===== src/rtl/router_param.sv =====
// router_param: 1-to-N packet router steering header/payload/parity packets into per-port FIFOs
module router_param #(
  parameter int DATA_W     = 8,
  parameter int ADDR_W     = 2,
  parameter int NUM_PORTS  = 3,
  parameter int FIFO_DEPTH = 16,
  parameter int TIMEOUT    = 30
) (
  input  logic                          clock,
  input  logic                          reset,
  input  logic                          pkt_valid,
  input  logic [DATA_W-1:0]             data_in,
  input  logic [NUM_PORTS-1:0]          read_enb,
  output logic [NUM_PORTS*DATA_W-1:0]   data_out,
  output logic [NUM_PORTS-1:0]          vld_out,
  output logic                          busy,
  output logic                          err,
  output logic                          pkt_drop
);
  localparam int LEN_W = DATA_W - ADDR_W;
  localparam int AW    = $clog2(FIFO_DEPTH);
  localparam int TW    = $clog2(TIMEOUT);
  localparam int NA    = 2**ADDR_W;

  typedef enum logic [2:0] {IDLE, LOAD_DATA, LOAD_PARITY, FULL_STALL, CHECK_PARITY, DROP} state_t;

  state_t             state_q, state_d, ret_q, ret_d;
  logic [LEN_W-1:0]   rem_q, rem_d;
  logic [ADDR_W-1:0]  addr_q, addr_d, wr_sel, hdr_addr;
  logic [LEN_W-1:0]   hdr_len;
  logic [DATA_W-1:0]  par_q, par_d;
  logic               mis_q, mis_d, err_q, err_d, drop_q, drop_d;
  logic               wr, tgt_full;
  logic [NUM_PORTS-1:0] full, we;
  logic [NA-1:0]      full_x;

  assign hdr_len  = data_in[DATA_W-1:ADDR_W];
  assign hdr_addr = data_in[ADDR_W-1:0];
  assign full_x   = NA'(full);
  assign tgt_full = full_x[addr_q];
  assign err      = err_q;
  assign pkt_drop = drop_q;

  always_comb begin
    state_d = state_q;
    ret_d   = ret_q;
    rem_d   = rem_q;
    addr_d  = addr_q;
    par_d   = par_q;
    mis_d   = mis_q;
    err_d   = err_q;
    drop_d  = 1'b0;
    busy    = 1'b0;
    wr      = 1'b0;
    wr_sel  = addr_q;
    case (state_q)
      IDLE: begin
        wr_sel = hdr_addr;
        if (pkt_valid) begin
          addr_d = hdr_addr;
          rem_d  = hdr_len;
          par_d  = data_in;
          wr     = int'(hdr_addr) < NUM_PORTS;
          state_d = !wr ? DROP : (hdr_len == '0) ? LOAD_PARITY : LOAD_DATA;
        end
      end
      LOAD_DATA: begin
        busy = tgt_full;
        if (tgt_full) begin
          state_d = FULL_STALL;
          ret_d   = LOAD_DATA;
        end else if (pkt_valid) begin
          wr    = 1'b1;
          par_d = par_q ^ data_in;
          rem_d = rem_q - 1'b1;
          state_d = (rem_q == LEN_W'(1)) ? LOAD_PARITY : LOAD_DATA;
        end
      end
      LOAD_PARITY: begin
        busy = tgt_full;
        if (tgt_full) begin
          state_d = FULL_STALL;
          ret_d   = LOAD_PARITY;
        end else begin
          wr      = 1'b1;
          mis_d   = data_in != par_q;
          state_d = CHECK_PARITY;
        end
      end
      FULL_STALL: begin
        busy    = 1'b1;
        state_d = tgt_full ? FULL_STALL : ret_q;
      end
      CHECK_PARITY: begin
        busy    = 1'b1;
        err_d   = mis_q;
        state_d = IDLE;
      end
      DROP: begin
        // parity byte is taken regardless of pkt_valid once the payload is consumed
        if (rem_q == '0) begin
          drop_d  = 1'b1;
          state_d = IDLE;
        end else if (pkt_valid) begin
          rem_d = rem_q - 1'b1;
        end
      end
      default: state_d = IDLE;
    endcase
  end

  always_ff @(posedge clock or posedge reset) begin
    if (reset) begin
      state_q <= IDLE;
      ret_q   <= IDLE;
      rem_q   <= '0;
      addr_q  <= '0;
      par_q   <= '0;
      mis_q   <= 1'b0;
      err_q   <= 1'b0;
      drop_q  <= 1'b0;
    end else begin
      state_q <= state_d;
      ret_q   <= ret_d;
      rem_q   <= rem_d;
      addr_q  <= addr_d;
      par_q   <= par_d;
      mis_q   <= mis_d;
      err_q   <= err_d;
      drop_q  <= drop_d;
    end
  end

  for (genvar p = 0; p < NUM_PORTS; p++) begin : g_port
    logic [AW:0]        wp_q, wp_d, rp_q, rp_d;
    logic [TW-1:0]      tc_q, tc_d;
    logic [DATA_W-1:0]  do_q, do_d;
    logic [DATA_W-1:0]  mem_q [FIFO_DEPTH];
    logic               empty, rd, flush;
    assign empty      = wp_q == rp_q;
    assign full[p]    = (wp_q[AW] != rp_q[AW]) && (wp_q[AW-1:0] == rp_q[AW-1:0]);
    assign vld_out[p] = ~empty;
    assign we[p]      = wr && int'(wr_sel) == p && !full[p];
    assign data_out[p*DATA_W +: DATA_W] = do_q;
    // flush keeps a same-cycle write: read pointer jumps to the pre-write write pointer
    always_comb begin
      rd    = read_enb[p] & ~empty;
      flush = ~empty & ~read_enb[p] & (int'(tc_q) == TIMEOUT - 2);
      tc_d  = (empty | read_enb[p] | flush) ? '0 : tc_q + 1'b1;
      wp_d  = we[p] ? wp_q + 1'b1 : wp_q;
      rp_d  = flush ? wp_q : rd ? rp_q + 1'b1 : rp_q;
      do_d  = rd ? mem_q[rp_q[AW-1:0]] : do_q;
    end
    always_ff @(posedge clock or posedge reset) begin
      if (reset) begin
        wp_q <= '0;
        rp_q <= '0;
        tc_q <= '0;
        do_q <= '0;
      end else begin
        wp_q <= wp_d;
        rp_q <= rp_d;
        tc_q <= tc_d;
        do_q <= do_d;
      end
    end
    always_ff @(posedge clock) begin
      if (we[p]) mem_q[wp_q[AW-1:0]] <= data_in;
    end
  end
endmodule


===== config.mk =====
export PLATFORM = sky130hd
export DESIGN_NAME = router_param
export DESIGN_NICKNAME = d
export VERILOG_FILES = /design/src/rtl/router_param.sv
export SDC_FILE = /design/constraint.sdc
export NUM_CORES = 1
export LEC_CHECK = 0
export CAP_MARGIN = 10
export CORE_MARGIN = 2
export CORE_UTILIZATION = 55
export CTS_BUF_LIST = sky130_fd_sc_hd__clkbuf_8
export DETAILED_ROUTE_END_ITERATION = 10
export GPL_ROUTABILITY_DRIVEN = 1
export PLACE_DENSITY = 0.72
export SYNTH_ARGS = -nofsm -noshare
export SYNTH_HDL_FRONTEND = slang
export SYNTH_SLANG_ARGS = --single-unit
export TNS_END_PERCENT = 50

===== constraint.sdc =====
create_clock -name clock -period 3.6 [get_ports clock]
set_clock_uncertainty 0.15 [all_clocks]
set_input_delay 0.72 -clock clock [delete_from_list [all_inputs] [get_ports clock]]
set_output_delay 0.72 -clock clock [all_outputs]
set_load 0.01 [all_outputs]

==> results of run 1 <==
## what timing repair did
action / 4_1_cts / 5_1_grt
cloned: 0 / 0
resized for setup: 2 / 3
setup endpoints to repair: 1 / 1
hold endpoints to repair: 0 / 0
pin swaps: 1 / 2
## kinds of logic (layout without fill, tap and decap cells)
| logic type | after synthesis | after routing |
|---|---|---|
| flip-flops | 477 | 477 |
| AND/OR/NAND/NOR | 196 | 196 |
| multiplexers | 158 | 158 |
| buffers and inverters | 85 | 294 |
| AO/OA/AOI/OAI | 76 | 76 |
| XOR/XNOR | 48 | 48 |
| adder cells (fa/ha/maj) | 23 | 23 |
| other | 0 | 1 |
## registers in the layout, summed over array words and instances, names as in the netlist
register	cells
g_port.tc_q	15
state_q	3
ret_q	2
err	1
rem_q	6
addr_q	2
pkt_drop	1
g_port.rp_q	15
g_port.wp_q	15
par_q	8
mis_q	1
g_port.mem_q	384
g_port.do_q	24
## synth_stat cells, types with 3 or more instances
cell type / count / area [um2]
sky130_fd_sc_hd__buf_2: 20 / 100
sky130_fd_sc_hd__o211ai_1: 3 / 22.5
sky130_fd_sc_hd__buf_6: 4 / 45.0
sky130_fd_sc_hd__o22ai_1: 4 / 25.0
sky130_fd_sc_hd__nand2b_1: 6 / 37.5
sky130_fd_sc_hd__inv_1: 36 / 135
sky130_fd_sc_hd__and2_1: 19 / 119
sky130_fd_sc_hd__ha_1: 23 / 288
sky130_fd_sc_hd__nand3_1: 9 / 45.0
sky130_fd_sc_hd__xor2_1: 19 / 166
sky130_fd_sc_hd__nand4_1: 17 / 106
sky130_fd_sc_hd__and4_1: 4 / 35.0
sky130_fd_sc_hd__mux2_2: 30 / 338
sky130_fd_sc_hd__clkbuf_1: 20 / 75.1
sky130_fd_sc_hd__xnor2_1: 28 / 245
sky130_fd_sc_hd__edfxtp_1: 384 / 11500
sky130_fd_sc_hd__nor3_1: 12 / 60.1
sky130_fd_sc_hd__mux4_2: 120 / 2700
sky130_fd_sc_hd__dfrtp_1: 93 / 2330
sky130_fd_sc_hd__o31ai_1: 3 / 22.5
sky130_fd_sc_hd__nand2_1: 45 / 169
sky130_fd_sc_hd__nand3b_1: 3 / 22.5
sky130_fd_sc_hd__mux2i_1: 8 / 80.1
sky130_fd_sc_hd__nor3b_1: 8 / 60.1
sky130_fd_sc_hd__a311oi_1: 3 / 26.3
sky130_fd_sc_hd__o21ai_0: 11 / 55.1
sky130_fd_sc_hd__a221oi_1: 9 / 78.8
sky130_fd_sc_hd__a31oi_1: 4 / 25.0
sky130_fd_sc_hd__a21oi_1: 18 / 90.1
sky130_fd_sc_hd__nor2_1: 58 / 218
sky130_fd_sc_hd__a22oi_1: 3 / 22.5
## layout make-up
type / count / area (um2) / area share (%)
Sequential cell: 477 / 13900 / 62.0
Multi-Input combinational cell: 501 / 5410 / 24.2
Clock buffer: 86 / 1180 / 5.29
Timing Repair Buffer: 120 / 976 / 4.36
Tap cell: 461 / 577 / 2.58
Clock inverter: 51 / 206 / 0.923
Inverter: 37 / 141 / 0.632
Antenna cell: 1 / 2.50 / 0.0112
## power by group through the flow
stage / logic [mW] / clock network [mW] / registers, mW
final: 5.48 / 4.21 / 7.04
after global placement: 5.46 / 0 / 7.10
after detailed placement: 5.53 / 0 / 7.14
after CTS: 5.56 / 4.32 / 7.03
after floorplan: 3.84 / 0 / 7.10
after global routing: 5.95 / 4.55 / 7.11
## worst max path at each step
| stage | from | end | slack (ns) | cells past startpoint |
|---|---|---|---|---|
| 2_1_floorplan | reset | addr_q[0] | 0.31 | 1 |
| 3_3_place_gp | pkt_valid | g_port[2].mem_q[0][7] | 0.33 | 8 |
| 3_5_place_dp | pkt_valid | g_port[2].mem_q[1][7] | 0.28 | 8 |
| 4_1_cts | g_port[2].wp_q[0] | busy | 0.02 | 7 |
| 5_1_grt | g_port[0].wp_q[0] | busy | 0.02 | 7 |
| 6_report | g_port[2].wp_q[0] | busy | 0.24 | 7 |
## layer usage
layer	track usage (%)	wire length, um	up-vias
met5	0	0	-
met4	7.08	725	0
met3	4.27	2520	61
met2	34.5	19200	336
met1	33.7	17600	5342
li1	-	-	4529
## metrics by stage
step / instances / util, % / hold slack, ns / power, mW
3_5_place_dp: 1596 / 59.2 / 0.326 / 12.7
4_1_cts: 1733 / 63.2 / 0.300 / 16.9
5_1_grt: 1733 / 63.2 / 0.352 / 17.6
3_3_place_gp: 1596 / 59.2 / 0.317 / 12.6
6_report: 1734 / 63.2 / 0.334 / 16.7
2_1_floorplan: 1063 / - / 0.305 / 10.9
==> out/results.ini, run 1 <==
[status]
run_status = finished, final reports clean

[worst_setup_path]
reg_to_reg_critical_path_endpoint = g_port[2].mem_q[1][6]
cp_cell_sequence = xnor2_1, nand4_1, o31a_1, nor3_4, nand2_1, o211ai_1, clkbuf_2
critical_path.startpoint_type = flip-flop
critical_path.n_buffers_inverters = 1
reg2reg_slack_ns = 0.41
timing_worst_setup_path_type = flip-flop to primary output
cpLargestDelayFamily = compound AO/OA/AOI/OAI gates
worstPathMaxFanout = 6
crit_required_ns = 2.73
crit_slowest_cell = sky130_fd_sc_hd__dfrtp_1
max_stage_delay_ns = 0.45
worstRegToRegCells = 7
r2r_start = state_q[0]
end_kind = primary output
worst-endpoint-arrival_ns = 2.49

[drt]
avgRoutedWirePerCell_um = 23.1
drt_pre_antenna_iters = 5
antenna_violating_nets_left = 0
detail_route.wirelength_mm = 40.0
detail_route.iter0.violations = 1043
post-route-drc-count = 0
detailroute.via_count = 10300
avgViaCountPerCell = 5.92

[clock_network]
cts_hold_buffers = 0
h-tree-depth = 3
ctsRootBufferMaster = sky130_fd_sc_hd__clkbuf_8
postCtsSetupRepairBufs = 0
clock_latency_ns = 0.62
clk_pin_slew_worst_paths_ns = 0.06
cts.path.max_buffers = 3
tritoncts.num_buffers = 77
cts_tree = built
cts_num_sinks = 477

[sta]
fin_tns_setup_ns = 0
tightest_pin_transition_ns = 0.885
fmax_ghz = 0.297
worst_setup_slack_final_ns = 0.236
timing.final.crit_share_pct = 93.5
hold_viol = 0
grt_setup_unrepaired = false
maxSlewHeadroom_pct = 40.5
timing_max_transition_violations_final = 0
finalSetupViolations = 0
post-route-min-period_ns = 3.36

[placement]
io_buffers = 43
dp.final_hpwl_mm = 24.8
routabilityCongestion = 0.815
placement.setup.worst_slack_ns = 0.280
post_dp_cell_area_um2 = 21000

[hold_path]
whs_endpoint = g_port[0].tc_q[0]
whs_path_cells = 1
min_from = g_port[0].tc_q[0]
hp-class = flip-flop to flip-flop

[die]
core_region_area_um2 = 35400
dieWidth_um = 193
io_pins = 44
starting_density_of_the_core_pct = 55.5
die-height_um = 193
die-area_um2 = 37200
num_rows = 69

[finish]
layout.cells.most_common = sky130_fd_sc_hd__edfxtp_1
syn_to_final_growth_pct = 13.9
final.fill_count = 2539
finalInstanceArea_um2 = 22400
final_net_count = 1251
most-common-layout-cells = sky130_fd_sc_hd__edfxtp_1 (384), sky130_fd_sc_hd__mux4_2 (120), sky130_fd_sc_hd__dfrtp_1 (90)
post_route_cells_drive_above_1_share_pct = 26.8

[synth]
synthesis.nets = 1100
synth_adder_area_share_pct = 1.47
post_synth_num_cell_types = 61
postSynthAreaPerCell_um2 = 18.5
synth_simple_gate_area_share_pct = 5.27
syn_inst = 1063
synth_xor_xnor_area_share_pct = 2.18
asyncSetResetFlopFracSynth_pct = 19.5
synth_enable_flop_cells = 384
yosysSeqAreaShare_pct = 70.6
synth.area.mux_share_pct = 15.9
synth_compound_area_share_pct = 2.69
syn_area_um2 = 19600
ys_seq_elements = 477
synth_warnings = 0
yosys_most_used_dff = sky130_fd_sc_hd__edfxtp_1
largest_family_of_logic_cells_by_synthesized_area = multiplexers

[power_and_ir_drop]
power.static_leakage_nw = 7.86
power.sequential.fraction_pct = 42.1
power_frac_comb_pct = 32.8
cell_internal_pwr_mw = 11.5
power_switching_mw = 5.24
swShare_pct = 31.3
clockPowerShare_pct = 25.2
p_per_area_nw_per_um2 = 749
vdd.ir_drop.worst_v = 0.000364

[run]
max_cap_viols = 0

[global_routing]
vias_in_the_first_global_route = 10300
grt_antenna_before_repair = 1
wire_length_of_the_first_global_routing_pass_mm = 61.5
grt_util_overall_pct = 22.6
grt_start_max_net_pins = 57
grt.overflow.total = 0

(Power assumes the default switching activity.)
==> inputs of run 2 (changes only) <==
--- a/config.mk
+++ b/config.mk
@@ -5,13 +5,13 @@
 export SDC_FILE = /design/constraint.sdc
 export NUM_CORES = 1
 export LEC_CHECK = 0
-export CAP_MARGIN = 10
+export CAP_MARGIN = 20
 export CORE_MARGIN = 2
-export CORE_UTILIZATION = 55
+export CORE_UTILIZATION = 45
 export CTS_BUF_LIST = sky130_fd_sc_hd__clkbuf_8
 export DETAILED_ROUTE_END_ITERATION = 10
 export GPL_ROUTABILITY_DRIVEN = 1
-export PLACE_DENSITY = 0.72
+export PLACE_DENSITY = 0.61
 export SYNTH_ARGS = -nofsm -noshare
 export SYNTH_HDL_FRONTEND = slang
 export SYNTH_SLANG_ARGS = --single-unit
==> run 2 against run 1 <==
Net effect: final area increased by 1.3%; final cell count increased by 7.7%; global-route usage decreased by 3.4 points; critical endpoint unchanged.
==> out/results.ini, run 2 (synthesized netlist as in run 1, its figures left out) <==
[power_and_ir_drop]
p_per_area_nw_per_um2 = 746
vdd.ir_drop.worst_v = 0.000439
power.static_leakage_nw = 7.89

[drt]
post-route-drc-count = 0
avgRoutedWirePerCell_um = 22.0
drt_pre_antenna_iters = 5
detailroute.via_count = 10200
antenna_violating_nets_left = 0
detail_route.wirelength_mm = 41.1
detail_route.iter0.violations = 709
avgViaCountPerCell = 5.45

[clock_network]
clock_latency_ns = 0.63
cts_num_sinks = 477
cts_tree = built
ctsRootBufferMaster = sky130_fd_sc_hd__clkbuf_8
tritoncts.num_buffers = 78
clk_pin_slew_worst_paths_ns = 0.06
cts.path.max_buffers = 3
cts_hold_buffers = 0
h-tree-depth = 3

[global_routing]
wire_length_of_the_first_global_routing_pass_mm = 64.1
met3_track_utilization_from_global_routing_pct = 4.43
busiest_layer = met2
grt_util_overall_pct = 19.2
grt_antenna_before_repair = 1
vias_in_the_first_global_route = 10600
grt_start_max_net_pins = 52
globalRouteMet2Util_pct = 29.9
grt.overflow.total = 0
globalRouteMet1Util_pct = 27.4

[sta]
tightest_pin_transition_ns = 0.728
fin_tns_setup_ns = 0
fmax_ghz = 0.299
post-route-min-period_ns = 3.35
timing.final.crit_share_pct = 93.0
grt_setup_unrepaired = false
timing_max_transition_violations_final = 0
finalSetupViolations = 0
hold_viol = 0
maxSlewHeadroom_pct = 51.4

[worst_setup_path]
max_stage_delay_ns = 0.44
critical_path.n_buffers_inverters = 1
r2r_start = state_q[0]
reg2reg_slack_ns = 0.45
timing.critical_path.depth = 7
cp_cell_sequence = xor2_1, nor4_4, a211oi_2, nor3_4, nand2_1, o211ai_1, buf_2
crit_required_ns = 2.73
timing_worst_setup_path_type = flip-flop to primary output
worstPathMaxFanout = 6
cpLargestDelayFamily = simple AND/OR/NAND/NOR gates
critical_path.startpoint_type = flip-flop
worst-endpoint-arrival_ns = 2.48
reg_to_reg_critical_path_endpoint = g_port[2].mem_q[2][7]
end_kind = primary output
crit_slowest_cell = sky130_fd_sc_hd__dfrtp_2
worstRegToRegCells = 6

[placement]
placedCellCount = 1725
routabilityCongestion = 0.786
io_buffers = 43
dp.final_hpwl_mm = 26.0

[finish]
number_of_flip_flops_in_the_largest_register = 384
diodes = 0
final_net_count = 1258
post_route_cells_drive_above_1_share_pct = 28.2
syn_to_final_growth_pct = 15.4
layout.cells.most_common = sky130_fd_sc_hd__edfxtp_1
most-common-layout-cells = sky130_fd_sc_hd__edfxtp_1 (384), sky130_fd_sc_hd__mux4_2 (120), sky130_fd_sc_hd__clkbuf_8 (88)
layoutNonFillerInstCount = 1868

[hold_path]
min_from = data_in[4]
whs_endpoint = par_q[4]
whs_path_cells = 3
hp-class = primary input to flip-flop

[die]
core_region_area_um2 = 43100
die-height_um = 213
die-area_um2 = 45300
starting_density_of_the_core_pct = 45.6
num_rows = 76
io_pins = 44
dieWidth_um = 213

[run]
max_cap_viols = 0

[status]
run_status = finished, final reports clean

run 2: worst max-delay path by stage:
| stage | from | end | slack (ns) |
|---|---|---|---|
| floorplan | reset | addr_q[0] | 0.31 |
| global placement | pkt_valid | g_port[2].mem_q[0][6] | 0.23 |
| detailed placement | pkt_valid | g_port[2].mem_q[2][7] | 0.19 |
| CTS | g_port[2].wp_q[0] | busy | 0.008 |
| global route | g_port[0].wp_q[1] | busy | 0.06 |
| finish | g_port[0].wp_q[1] | busy | 0.25 |
run 2: where the power goes:
part / switching [mW] / total (mW) / internal, mW
Clock: 2.08 / 4.39 / 2.31
Combinational: 2.73 / 5.47 / 2.75
Sequential: 0.441 / 7.04 / 6.60
run 2: stage by stage:
stage / setup WS, ns / utilization (%) / cell area (um2) / hold WS, ns / total power, mW
6_report: 0.251 / 52.6 / 22700 / 0.312 / 16.9
5_1_grt: 0.0569 / 52.6 / 22700 / 0.308 / 17.9
4_1_cts: 0.00824 / 52.5 / 22600 / 0.261 / 17.1
3_5_place_dp: 0.190 / 49.1 / 21200 / 0.318 / 12.7
3_3_place_gp: 0.228 / 49.1 / 21200 / 0.312 / 12.6
2_1_floorplan: 0.310 / - / 19600 / 0.305 / 10.9
run 2: layout make-up:
cell class / instances / area, um2
well taps: 585 / 732
flip-flops and latches: 477 / 13900
clock inverters: 54 / 253
fillers: 3448 / 20400
repair buffers: 126 / 1020
clock buffers: 88 / 1210
multi-input cells: 501 / 5430
inverters: 37 / 141
run 2: what timing repair did:
action	4_1_cts	5_1_grt
endpoints found under the setup margin	1	1
gates resized for setup	4	8
cloned	0	0
setup buffers	1	0
pin swaps	1	3
run 2: routing by layer:
metal / share of wire (%) / routed length [um] / vias to the layer above
met5: 0 / 0 / -
met4: 1.6 / 669 / 0
met3: 6.3 / 2600 / 65
met2: 48 / 19600 / 280
met1: 44 / 18200 / 5303
li1: - / - / 4531
run 2: tightest hold or removal path: stages:
cell and delay [ns]:
sky130_fd_sc_hd__buf_2 0.09, sky130_fd_sc_hd__and2_1 0.14, sky130_fd_sc_hd__a221oi_1 0.07
==> inputs of run 3 (changes only) <==
--- a/config.mk
+++ b/config.mk
@@ -12,6 +12,7 @@
 export DETAILED_ROUTE_END_ITERATION = 10
 export GPL_ROUTABILITY_DRIVEN = 1
 export PLACE_DENSITY = 0.61
+export RECOVER_POWER = 25
 export SYNTH_ARGS = -nofsm -noshare
 export SYNTH_HDL_FRONTEND = slang
 export SYNTH_SLANG_ARGS = --single-unit
==> run 3 against run 2 <==
Net effect: the flow now finishes with violations (max-capacitance violations, max-slew violations); combinational power about the same; critical path depth unchanged; power about the same; non-clock buffer count unchanged; sequential power about the same; register-to-register slack about the same; routed wire length increased by 0.11%; largest cell class unchanged; worst setup slack improved by 0.0055 ns; global-route usage unchanged; largest power group unchanged; fmax increased by 0.17%; sequential cell count unchanged; utilization decreased by 0.070 points.
==> out/results.ini, run 3 (synthesized netlist as in run 1, its figures left out) <==
[global_routing]
globalRouteMet2Util_pct = 29.9
globalRouteMet1Util_pct = 27.4
met3_track_utilization_from_global_routing_pct = 4.43
grt_antenna_before_repair = 0
busiest_layer = met2
grt_start_max_net_pins = 52
vias_in_the_first_global_route = 10600
grt_util_overall_pct = 19.2
wire_length_of_the_first_global_routing_pass_mm = 64.1
grt.overflow.total = 0

[power_and_ir_drop]
vdd.ir_drop.worst_v = 0.000438
power.static_leakage_nw = 7.85
p_per_area_nw_per_um2 = 747

[drt]
detail_route.iter0.violations = 709
antenna_violating_nets_left = 0
detailroute.via_count = 10200
detail_route.wirelength_mm = 41.1
drt_pre_antenna_iters = 7
post-route-drc-count = 0
avgViaCountPerCell = 5.44
avgRoutedWirePerCell_um = 22.0

[clock_network]
tritoncts.num_buffers = 78
cts_hold_buffers = 0
cts_tree = built
clk_pin_slew_worst_paths_ns = 0.06
cts.path.max_buffers = 3
h-tree-depth = 3
ctsRootBufferMaster = sky130_fd_sc_hd__clkbuf_8
clock_latency_ns = 0.63
cts_num_sinks = 477

[sta]
hold_viol = 0
post-route-min-period_ns = 3.34
timing_max_transition_violations_final = 144
fmax_ghz = 0.299
maxSlewHeadroom_pct = -63.9
finalSetupViolations = 0
timing.final.crit_share_pct = 92.9
grt_setup_unrepaired = false
tightest_pin_transition_ns = 2.46
worst_setup_slack_final_ns = 0.256
fin_tns_setup_ns = 0

[status]
violations = max-capacitance violations, max-slew violations
run_status = complete, but fails checks

[worst_setup_path]
worst-endpoint-arrival_ns = 2.47
reg2reg_slack_ns = 0.44
crit_required_ns = 2.73
worstRegToRegCells = 6
worstPathMaxFanout = 6
critical_path.startpoint_type = flip-flop
end_kind = primary output
cp_cell_sequence = xor2_1, nor4_4, a211oi_2, nor3_4, nand2_1, o211ai_1, buf_2
timing_worst_setup_path_type = flip-flop to primary output
cpLargestDelayFamily = simple AND/OR/NAND/NOR gates
crit_slowest_cell = sky130_fd_sc_hd__dfrtp_2
reg_to_reg_critical_path_endpoint = g_port[2].mem_q[3][2]
max_stage_delay_ns = 0.44
r2r_start = state_q[0]
critical_path.n_buffers_inverters = 1

[hold_path]
hp-class = flip-flop to flip-flop
whs_endpoint = g_port[1].do_q[0]
whs_path_cells = 2
min_from = g_port[1].do_q[0]

[finish]
number_of_flip_flops_in_the_largest_register = 384
final_net_count = 1258
diodes = 0
area.sequential_um2 = 13900
layout.cells.most_common = sky130_fd_sc_hd__edfxtp_1
post_route_cells_drive_above_1_share_pct = 27.2
most-common-layout-cells = sky130_fd_sc_hd__edfxtp_1 (384), sky130_fd_sc_hd__mux4_2 (120), sky130_fd_sc_hd__clkbuf_8 (88)
syn_to_final_growth_pct = 15.2
multi_input_comb_area_um2 = 5430
final_core_utilization_pct = 52.5
final.fill_count = 3451
layoutNonFillerInstCount = 1868

[placement]
io_buffers = 43
dp.final_hpwl_mm = 26.0
placement.setup.worst_slack_ns = 0.190
routabilityCongestion = 0.786
placedCellCount = 1725

[die]
starting_density_of_the_core_pct = 45.6
io_pins = 44
die-area_um2 = 45300
num_rows = 76
core_region_area_um2 = 43100
die-height_um = 213
dieWidth_um = 213

[run]
max_cap_viols = 4

==> run 3: worst max-delay path by stage <==
| stage | from | end | slack, ns | depth (start not counted) |
|---|---|---|---|---|
| after floorplan | reset | addr_q[0] | 0.31 | 1 |
| after global placement | pkt_valid | g_port[2].mem_q[0][6] | 0.23 | 7 |
| after detailed placement | pkt_valid | g_port[2].mem_q[2][7] | 0.19 | 7 |
| after CTS | g_port[2].wp_q[0] | busy | 0.008 | 7 |
| after global routing | g_port[0].wp_q[1] | busy | 0.06 | 7 |
| final | g_port[0].wp_q[1] | busy | 0.26 | 7 |
==> run 3: worst register-to-register path: stages (launching register included) <==
cell and delay (ns):
sky130_fd_sc_hd__dfrtp_1 0.53, sky130_fd_sc_hd__nor3_1 0.45, sky130_fd_sc_hd__mux2i_1 0.32, sky130_fd_sc_hd__nor4bb_1 0.34, sky130_fd_sc_hd__buf_4 0.22, sky130_fd_sc_hd__nor3b_1 0.33, sky130_fd_sc_hd__and2_1 0.46
==> run 3: final cells by class <==
class | count | share of cell area (%)
clock buffers | 88 | 5.35
inverters | 37 | 0.619
repair buffers | 126 | 4.39
clock inverters | 54 | 1.12
well taps | 585 | 3.23
multi-input cells | 501 | 24.0
flip-flops and latches | 477 | 61.3
==> run 3: report_power, final <==
part / switching, mW / internal [mW] / leakage (nW) / total, mW
Combinational: 2.72 / 2.75 / 2.42 / 5.47
Clock: 2.08 / 2.31 / 0.839 / 4.39
Sequential: 0.440 / 6.60 / 4.59 / 7.04
Total: 5.24 / 11.7 / 7.85 / 16.9
==> run 3: repair_timing <==
action	in CTS	in global routing
pin swaps	1	3
setup endpoints to repair	1	1
hold endpoints to repair	0	0
setup buffers	1	0
resized for setup	4	8
==> run 3: layer usage <==
| metal | routed length [um] | vias to the layer above |
|---|---|---|
| met5 | 0 | - |
| met4 | 649 | 0 |
| met3 | 2910 | 63 |
| met2 | 19700 | 301 |
| met1 | 17900 | 5264 |
| li1 | - | 4534 |
==> run 3: per-stage QoR <==
stage	hold slack, ns	power (mW)	instance area [um2]
after floorplan	0.305	10.9	19600
after global placement	0.312	12.6	21200
after detailed placement	0.318	12.7	21200
after CTS	0.261	17.1	22600
after global routing	0.347	17.9	22600
final	0.328	16.9	22600
